## config.mk

```make
export PLATFORM = sky130hd
export DESIGN_NAME = branch_redirect_ctrl
export DESIGN_NICKNAME = d
export VERILOG_FILES = /design/src/rtl/branch_redirect_ctrl.sv
export SDC_FILE = /design/constraint.sdc
export NUM_CORES = 1
export LEC_CHECK = 0
export ABC_AREA = 1
export CORE_UTILIZATION = 39
export DETAILED_ROUTE_END_ITERATION = 7
export HOLD_SLACK_MARGIN = 0.1
export PLACE_DENSITY = 0.79
export RECOVER_POWER = 25
export SETUP_SLACK_MARGIN = 0.3
export SYNTH_ARGS = -nofsm -noshare
export SYNTH_HDL_FRONTEND = slang
export SYNTH_SLANG_ARGS = --single-unit
```

## constraint.sdc

```tcl
create_clock -name clk -period 1.4 [get_ports clk]
set_input_delay 0.21 -clock clk [delete_from_list [all_inputs] [get_ports clk]]
set_output_delay 0.21 -clock clk [all_outputs]
set_load 0.01 [all_outputs]
```

## src/rtl/branch_redirect_ctrl.sv

```systemverilog
// Branch/jump redirect sequencer: registers a taken EX resolution into a PC redirect plus pipeline squashes, held until fetch accepts.
// Optional statistics counters are built when BRANCH_STATS_EN is defined.
module branch_redirect_ctrl #(
    parameter int ADDR_W = 16
) (
    input  logic              clk,
    input  logic              rst_n,
    input  logic              ex_valid,
    input  logic              ex_stall,
    input  logic              ex_is_cf,
    input  logic [2:0]        ex_type,
    input  logic              ex_sign,
    input  logic              ex_zero,
    input  logic [ADDR_W-1:0] ex_target,
    input  logic              fetch_ready,
    output logic              redir_valid,
    output logic [ADDR_W-1:0] redir_pc,
    output logic              flush_if,
    output logic              flush_id,
    output logic              flush_ex,
    output logic              busy
`ifdef BRANCH_STATS_EN
    ,
    output logic [15:0]       br_count,
    output logic [15:0]       taken_count,
    output logic [15:0]       flush_cycles
`endif
);

    typedef enum logic {IDLE, PEND} state_t;

    state_t             state_q, state_d;
    logic               redir_valid_q, redir_valid_d;
    logic [ADDR_W-1:0]  redir_pc_q, redir_pc_d;
    logic               sample;
    logic               taken;

    // An outstanding redirect blocks sampling: whatever sits in EX is wrong-path.
    assign sample = ex_valid & ex_is_cf & ~ex_stall & ~redir_valid_q;

    always_comb begin
        taken = 1'b0;
        case (ex_type)
            3'b000:  taken = ex_zero;
            3'b001:  taken = ~ex_zero;
            3'b010:  taken = ex_sign;
            3'b011:  taken = ~ex_sign;
            3'b100:  taken = 1'b1;
            default: taken = 1'b0;
        endcase
    end

    always_comb begin
        state_d       = state_q;
        redir_valid_d = redir_valid_q;
        redir_pc_d    = redir_pc_q;
        case (state_q)
            IDLE: begin
                if (sample && taken) begin
                    state_d       = PEND;
                    redir_valid_d = 1'b1;
                    redir_pc_d    = ex_target;
                end
            end
            PEND: begin
                if (fetch_ready) begin
                    state_d       = IDLE;
                    redir_valid_d = 1'b0;
                end
            end
            default: begin
                state_d       = IDLE;
                redir_valid_d = 1'b0;
            end
        endcase
    end

    always_ff @(posedge clk) begin
        if (!rst_n) begin
            state_q       <= IDLE;
            redir_valid_q <= 1'b0;
            redir_pc_q    <= '0;
        end else begin
            state_q       <= state_d;
            redir_valid_q <= redir_valid_d;
            redir_pc_q    <= redir_pc_d;
        end
    end

    assign redir_valid = redir_valid_q;
    assign redir_pc    = redir_pc_q;
    assign flush_if    = redir_valid_q;
    assign flush_id    = redir_valid_q;
    assign flush_ex    = redir_valid_q;
    assign busy        = (state_q != IDLE);

`ifdef BRANCH_STATS_EN
    logic [15:0] br_count_q, br_count_d;
    logic [15:0] taken_count_q, taken_count_d;
    logic [15:0] flush_cycles_q, flush_cycles_d;

    // All counters saturate rather than wrap.
    always_comb begin
        br_count_d     = br_count_q;
        taken_count_d  = taken_count_q;
        flush_cycles_d = flush_cycles_q;
        if (sample && br_count_q != 16'hFFFF)
            br_count_d = br_count_q + 16'd1;
        if (sample && taken && taken_count_q != 16'hFFFF)
            taken_count_d = taken_count_q + 16'd1;
        if (redir_valid_q && flush_cycles_q != 16'hFFFF)
            flush_cycles_d = flush_cycles_q + 16'd1;
    end

    always_ff @(posedge clk) begin
        if (!rst_n) begin
            br_count_q     <= '0;
            taken_count_q  <= '0;
            flush_cycles_q <= '0;
        end else begin
            br_count_q     <= br_count_d;
            taken_count_q  <= taken_count_d;
            flush_cycles_q <= flush_cycles_d;
        end
    end

    assign br_count     = br_count_q;
    assign taken_count  = taken_count_q;
    assign flush_cycles = flush_cycles_q;
`endif

endmodule

```

==> results_dict.tcl <==
set metrics [dict create \
    cp_data_arrival_time_ps 1430 \
    yosys.area.top_type "dfxtp_1" \
    nFillCells 142 \
    cts_root_buf "clkbuf_4" \
    synth_compound_area_share_pct 9.639 \
    crit_required_ps 1600 \
    grt-ovfl-total 0 \
    outcome "completed" \
    yosysMostFrequentCell "nand2_1" \
    ys_warn_count 0 \
    critPathLaunch "flush_ex$_SDFFE_PN0P_" \
    ff_latch_area_um2 372.9 \
    syn_inst 133 \
    power_uw 1288 \
    synthTopCellsByCount "nand2_1, inv_1, a21oi_1, dfxtp_1" \
    post_drt_via_cell_ratio 5.142 \
    p_leak_uw 0.0008572 \
    cts_buffers 3 \
    hold_viol_final 0 \
    maxSlewViolCount 0 \
    yosysSeqAreaShare_pct 38.55 \
    n_antenna_cell 0 \
    synthFlopType "dfxtp_1" \
    r2r-end "redir_pc[15]$_SDFFE_PN0P_" \
    synth-seq-cells 18 \
    power_density_nw_per_um2 719.5 \
    clk_latency_ps 300 \
    rows 17 \
    multi_input_area_um2 525.5 \
    grt_first_pass_wirelength_mm 4.022 \
    cp_max_fo 8 \
    tns_ps 0 \
    reg2reg_slack_ps 170 \
    post-dp-hpwl_mm 1.575 \
    vdd_drop_max_mv 0.5119 \
    async_flop_share_pct 0 \
    place.gp.congestion 0.7524 \
    die_w_um 50.96 \
    hp-start "redir_pc[8]$_SDFFE_PN0P_" \
    clockBufferDepth 2 \
    max_slew_margin_pct 87.13 \
    cts_tree "done" \
    antenna_left 0 \
    post-route-min-period_ps 1230 \
    drtIter0Drc 25 \
    syn_to_final_growth_pct 91.57 \
    netlist_area_um2 934.6 \
    synth_mux_area_share_pct 0 \
    setup_viol 0 \
    grt_max_degree 18 \
    fmax_ghz 0.8131 \
    synth_top_family_by_area "simple AND/OR/NAND/NOR gates" \
    layout-drive-gt1-share_pct 44.21 \
    syn_area_per_cell_um2 7.027 \
    skew_ps 1.717 \
    wirelength_mm 3.485 \
    critPathKind "reg2reg" \
    min_period_over_period_pct 87.84 \
    start_util_pct 41.85 \
    ios 48 \
    die_y_um 50.96 \
    synthTopCellsByArea "dfxtp_1, nand2_1, a21oi_1" \
    worst_setup_path_end_kind "register" \
    coreArea_um2 2233 \
    firstDrtPassIters 4 \
    fin_ws_ps 170.2 \
    cts_max_level 1 \
    worst_hold_slack_ps 489.2 \
    grt_pass1_vias 973 \
    hold_buffers 0 \
    synth.distinct_cells 15 \
    worst_pin_slew_ps 192.5 \
    detailroute.via_count 1121 \
    dieArea_um2 2596 \
    placedCellCount 200 \
    grt_usage_pct 20.07 \
    r2r_cells 6 \
    reg2reg_from "flush_ex$_SDFFE_PN0P_" \
    rsz0062_at_grt "true" \
    cp-start-kind "register" \
    syn_nets 160 \
    cts.sinks 18 \
    holdPathEnd "redir_pc[8]$_SDFFE_PN0P_" \
    synth-simple-area-share_pct 31.73 \
    pre_cts_ws_ps -139.9 \
    drt-wirelength-per-cell_um 15.99 \
    whs_path_depth 2 \
    synth_top_cell_area_share_pct 38.55 \
    yosys.area_share.adder_pct 0 \
    final_cells 218 \
    drc 0 \
    numPortBuffers 47 \
    synth-edff-count 0 \
    synth_xor_xnor_area_share_pct 0 \
    antenna_found_initial 0 \
    cts.clk_slew.worst_paths_ps 110 \
    holdCritPathClass "reg2reg" \
    drv_cap 0 \
    design.final.nets 218 \
]
per-stage QoR:
stage | instance area (um^2) | util [%]
floorplan | 934.6 | -
global placement | 1383 | 61.90
detailed placement | 1383 | 61.90
CTS | 1558 | 69.75
global route | 1790 | 80.17
finish | 1790 | 80.17
worst max path at each step:
stage                           endpoint  cells after the start  slack, ps
2_1_floorplan  redir_pc[10]$_SDFFE_PN0P_                      5        310
3_3_place_gp   redir_pc[10]$_SDFFE_PN0P_                      7       -100
3_5_place_dp   redir_pc[11]$_SDFFE_PN0P_                      7       -140
4_1_cts         redir_pc[7]$_SDFFE_PN0P_                      8        230
5_1_grt         redir_pc[9]$_SDFFE_PN0P_                      6        130
6_report       redir_pc[15]$_SDFFE_PN0P_                      6        170
placed cells by master (no fill, tap or decap), drive strengths merged:
master         count
dfxtp             18
clkbuf            14
dlymetal6s2s       7
a21oi             18
clkdlybuf4s15      9
nand2             27
dlygate4sd2        1
nor3               1
clkdlybuf4s50     18
nor2              17
inv               22
buf               19
nand3             19
report_power, final:
part	leakage (uW)	internal [uW]	switching, uW
Clock	0.0000210	159	181
Combinational	0.000686	220	183
Sequential	0.000150	530	14.4
Total	0.000857	909	379
logic make-up (layout without fill, tap and decap cells):
group,count (synthesis),in the layout
AND/OR/NAND/NOR,64,64
AO/OA/AOI/OAI,18,18
buffers and inverters,33,90
flip-flops,18,18
repair_timing:
action	in CTS	in global routing
setup endpoints to repair	39	37
buffers inserted	3	3
cloned	2	6
pin swaps	1	26
gates resized for setup	80	51
hold endpoints to repair	0	0
worst max-delay path, stage by stage (launching register included):
cell and delay (ps):
dfxtp_4 380, nor3_4 230, buf_6 160, clkbuf_16 160, nand3_2 70, nand2_1 70, nor2_1 50
area by class of cell:
cell class	count	area share, %
inverters	22	4.612
multi-input cells	82	29.35
flip-flops and latches	18	20.82
repair buffers	64	41.23
well taps	28	1.957
clock buffers	4	2.027
metal layers:
| layer | GRT usage, % | routed length [um] | vias up |
|---|---|---|---|
| met2 | 37.06 | 1754 | 49 |
| met5 | 0 | 0 | - |
| met1 | 23.83 | 1494 | 540 |
| met3 | 2.976 | 160 | 6 |
| li1 | - | - | 526 |
| met4 | 5.093 | 75 | 0 |
state kept, by name (all words and copies together) (netlist names):
signal and count:
redir_pc 16, flush_ex 1, busy 1
Power figures use the tool's default switching activity.
==> RTL edit, RTL diff (same flow settings) <==
`ADDR_W`: 16 -> 17.
--- a/src/rtl/branch_redirect_ctrl.sv
+++ b/src/rtl/branch_redirect_ctrl.sv
@@ -1,7 +1,7 @@
 // Branch/jump redirect sequencer: registers a taken EX resolution into a PC redirect plus pipeline squashes, held until fetch accepts.
 // Optional statistics counters are built when BRANCH_STATS_EN is defined.
 module branch_redirect_ctrl #(
-    parameter int ADDR_W = 16
+    parameter int ADDR_W = 17
 ) (
     input  logic              clk,
     input  logic              rst_n,
Ports: changed (resized ex_target and redir_pc); port bits go from 48 to 50. The function was not compared with the original's and may differ.
==> RTL edit against the unedited design <==
Setup slack got worse by 0.056 ns. Critical path depth grew 1. Non-clock buffer count up 17. Design area up 8.9%. Cell count is 11% higher. Synthesized area rose by 5.1%. Total power is 4.9% higher. Fmax fell by 4.3%. First-iteration DRC count grew 92%. Die area is 4.9% higher. Sequential cell count up 1. Wire length is 26% higher. Hold slack got worse by 0.0046 ns. Global-route usage grew 6.4 points. Critical path type unchanged. Largest cell class unchanged.
==> RTL edit: results <==
[sta]
relSlewSlack_pct = 85.4
skew_ns = 0.00269

[power]
leakage_nw = 0.960
ir_drop_v = 0.000574

[global_route]
grt_use_met3_pct = 6.09
grt.met2_usage_pct = 51.1
grt_max_degree = 19
use_met1_pct = 24.3

[setup_path]
reg2reg_depth = 7
arrival_ns = 1.52

[synthesis]
syn_nets = 167
synth_area_leaders = dfxtp_1 (39%), nand2_1 (9.9%), a21oi_1 (9.7%), nand3_1 (9.7%), inv_1 (8.4%)
avgSynthCellArea_sq_um = 7.07
synth_common_cells = nand2_1 (26), inv_1 (22), a21oi_1 (19), dfxtp_1 (19), nand3_1 (19)
ys_seq_area_share_pct = 38.7

[routing]
routed-wl-met2_mm = 2.35
dr_wl_met3_um = 292
wire_per_inst_um = 18.3
drt-initial-drc-count = 48

[place]
numPortBuffers = 49
dpl.cell_count = 209
pre_cts_slack_ns = -0.153

[final_layout]
num-fill-cells = 135
layout-drive-gt1-share_pct = 47.9
largest_reg_flops = 17

[outcome]
status = finished clean
## RTL edit: cell types whose count changed after synthesis
| cell | change |
|---|---|
| nand3_1 | +2 |
| a21oi_1 | +1 |
| buf_1 | +1 |
| buf_2 | -1 |
| buf_4 | -1 |
| buf_8 | +1 |
| dfxtp_1 | +1 |
| inv_1 | +1 |
| nand2_1 | +1 |
| nand2_2 | -1 |
| nand2_4 | +1 |
| nand3_2 | -1 |
| nor2_1 | +1 |
## RTL edit: logic make-up after synthesis
family                 after synthesis  share of synthesized area [%]
and+or+nand+nor                     67                           31.5
buffers and inverters               34                           20.1
AOI/OAI and AO/OA                   19                           9.68
DFF                                 19                           38.7
## RTL edit: path summary, 6_finish.rpt
| kind | start | endpoint | slack (ns) |
|---|---|---|---|
| worst max-delay path | busy$_SDFF_PN0_ | redir_pc[10]$_SDFFE_PN0P_ | 0.11 |
| worst min-delay path | redir_pc[14]$_SDFFE_PN0P_ | redir_pc[14]$_SDFFE_PN0P_ | 0.48 |
| worst max register to register | busy$_SDFF_PN0_ | redir_pc[10]$_SDFFE_PN0P_ | 0.11 |
| worst min register to register | redir_pc[14]$_SDFFE_PN0P_ | redir_pc[14]$_SDFFE_PN0P_ | 0.48 |
## RTL edit: repair_timing
| item | CTS | global route |
|---|---|---|
| endpoints found under the setup margin | 41 | 37 |
| buffers inserted | 7 | 12 |
| pin swaps | 27 | 20 |
| cloned | 6 | 3 |
| resized for setup | 112 | 42 |
| hold buffers | 0 | 0 |
## RTL edit: power by group
part           internal, mW  leakage, nW  switching, mW
sequential            0.558        0.158         0.0134
clock                 0.107       0.0177          0.179
combinational         0.281        0.784          0.214
## RTL edit: final cells by class
| cell class | instances | area [sq um] | area share [%] |
|---|---|---|---|
| Tap cell | 28 | 35.0 | 1.80 |
| Multi-Input combinational cell | 86 | 527 | 27.0 |
| Sequential cell | 19 | 395 | 20.3 |
| Clock inverter | 1 | 5.00 | 0.257 |
| Timing Repair Buffer | 81 | 878 | 45.1 |
| Clock buffer | 3 | 22.5 | 1.16 |
| Inverter | 23 | 86.3 | 4.43 |
## RTL edit: worst max-delay path, stage by stage, from the launching register on
cell and delay [ns]:
dfxtp_4 0.37, nor3_4 0.20, buf_6 0.15, buf_12 0.11, buf_16 0.11, buf_12 0.10, a21oi_2 0.05, nor2_1 0.12
## RTL edit: metrics by stage
stage | utilization [%] | power, mW
after floorplan | - | 0.732
after detailed placement | 63.8 | 0.869
after global placement | 63.8 | 0.862
after CTS | 79.6 | 1.27
final | 84.9 | 1.35
after global routing | 84.9 | 1.39
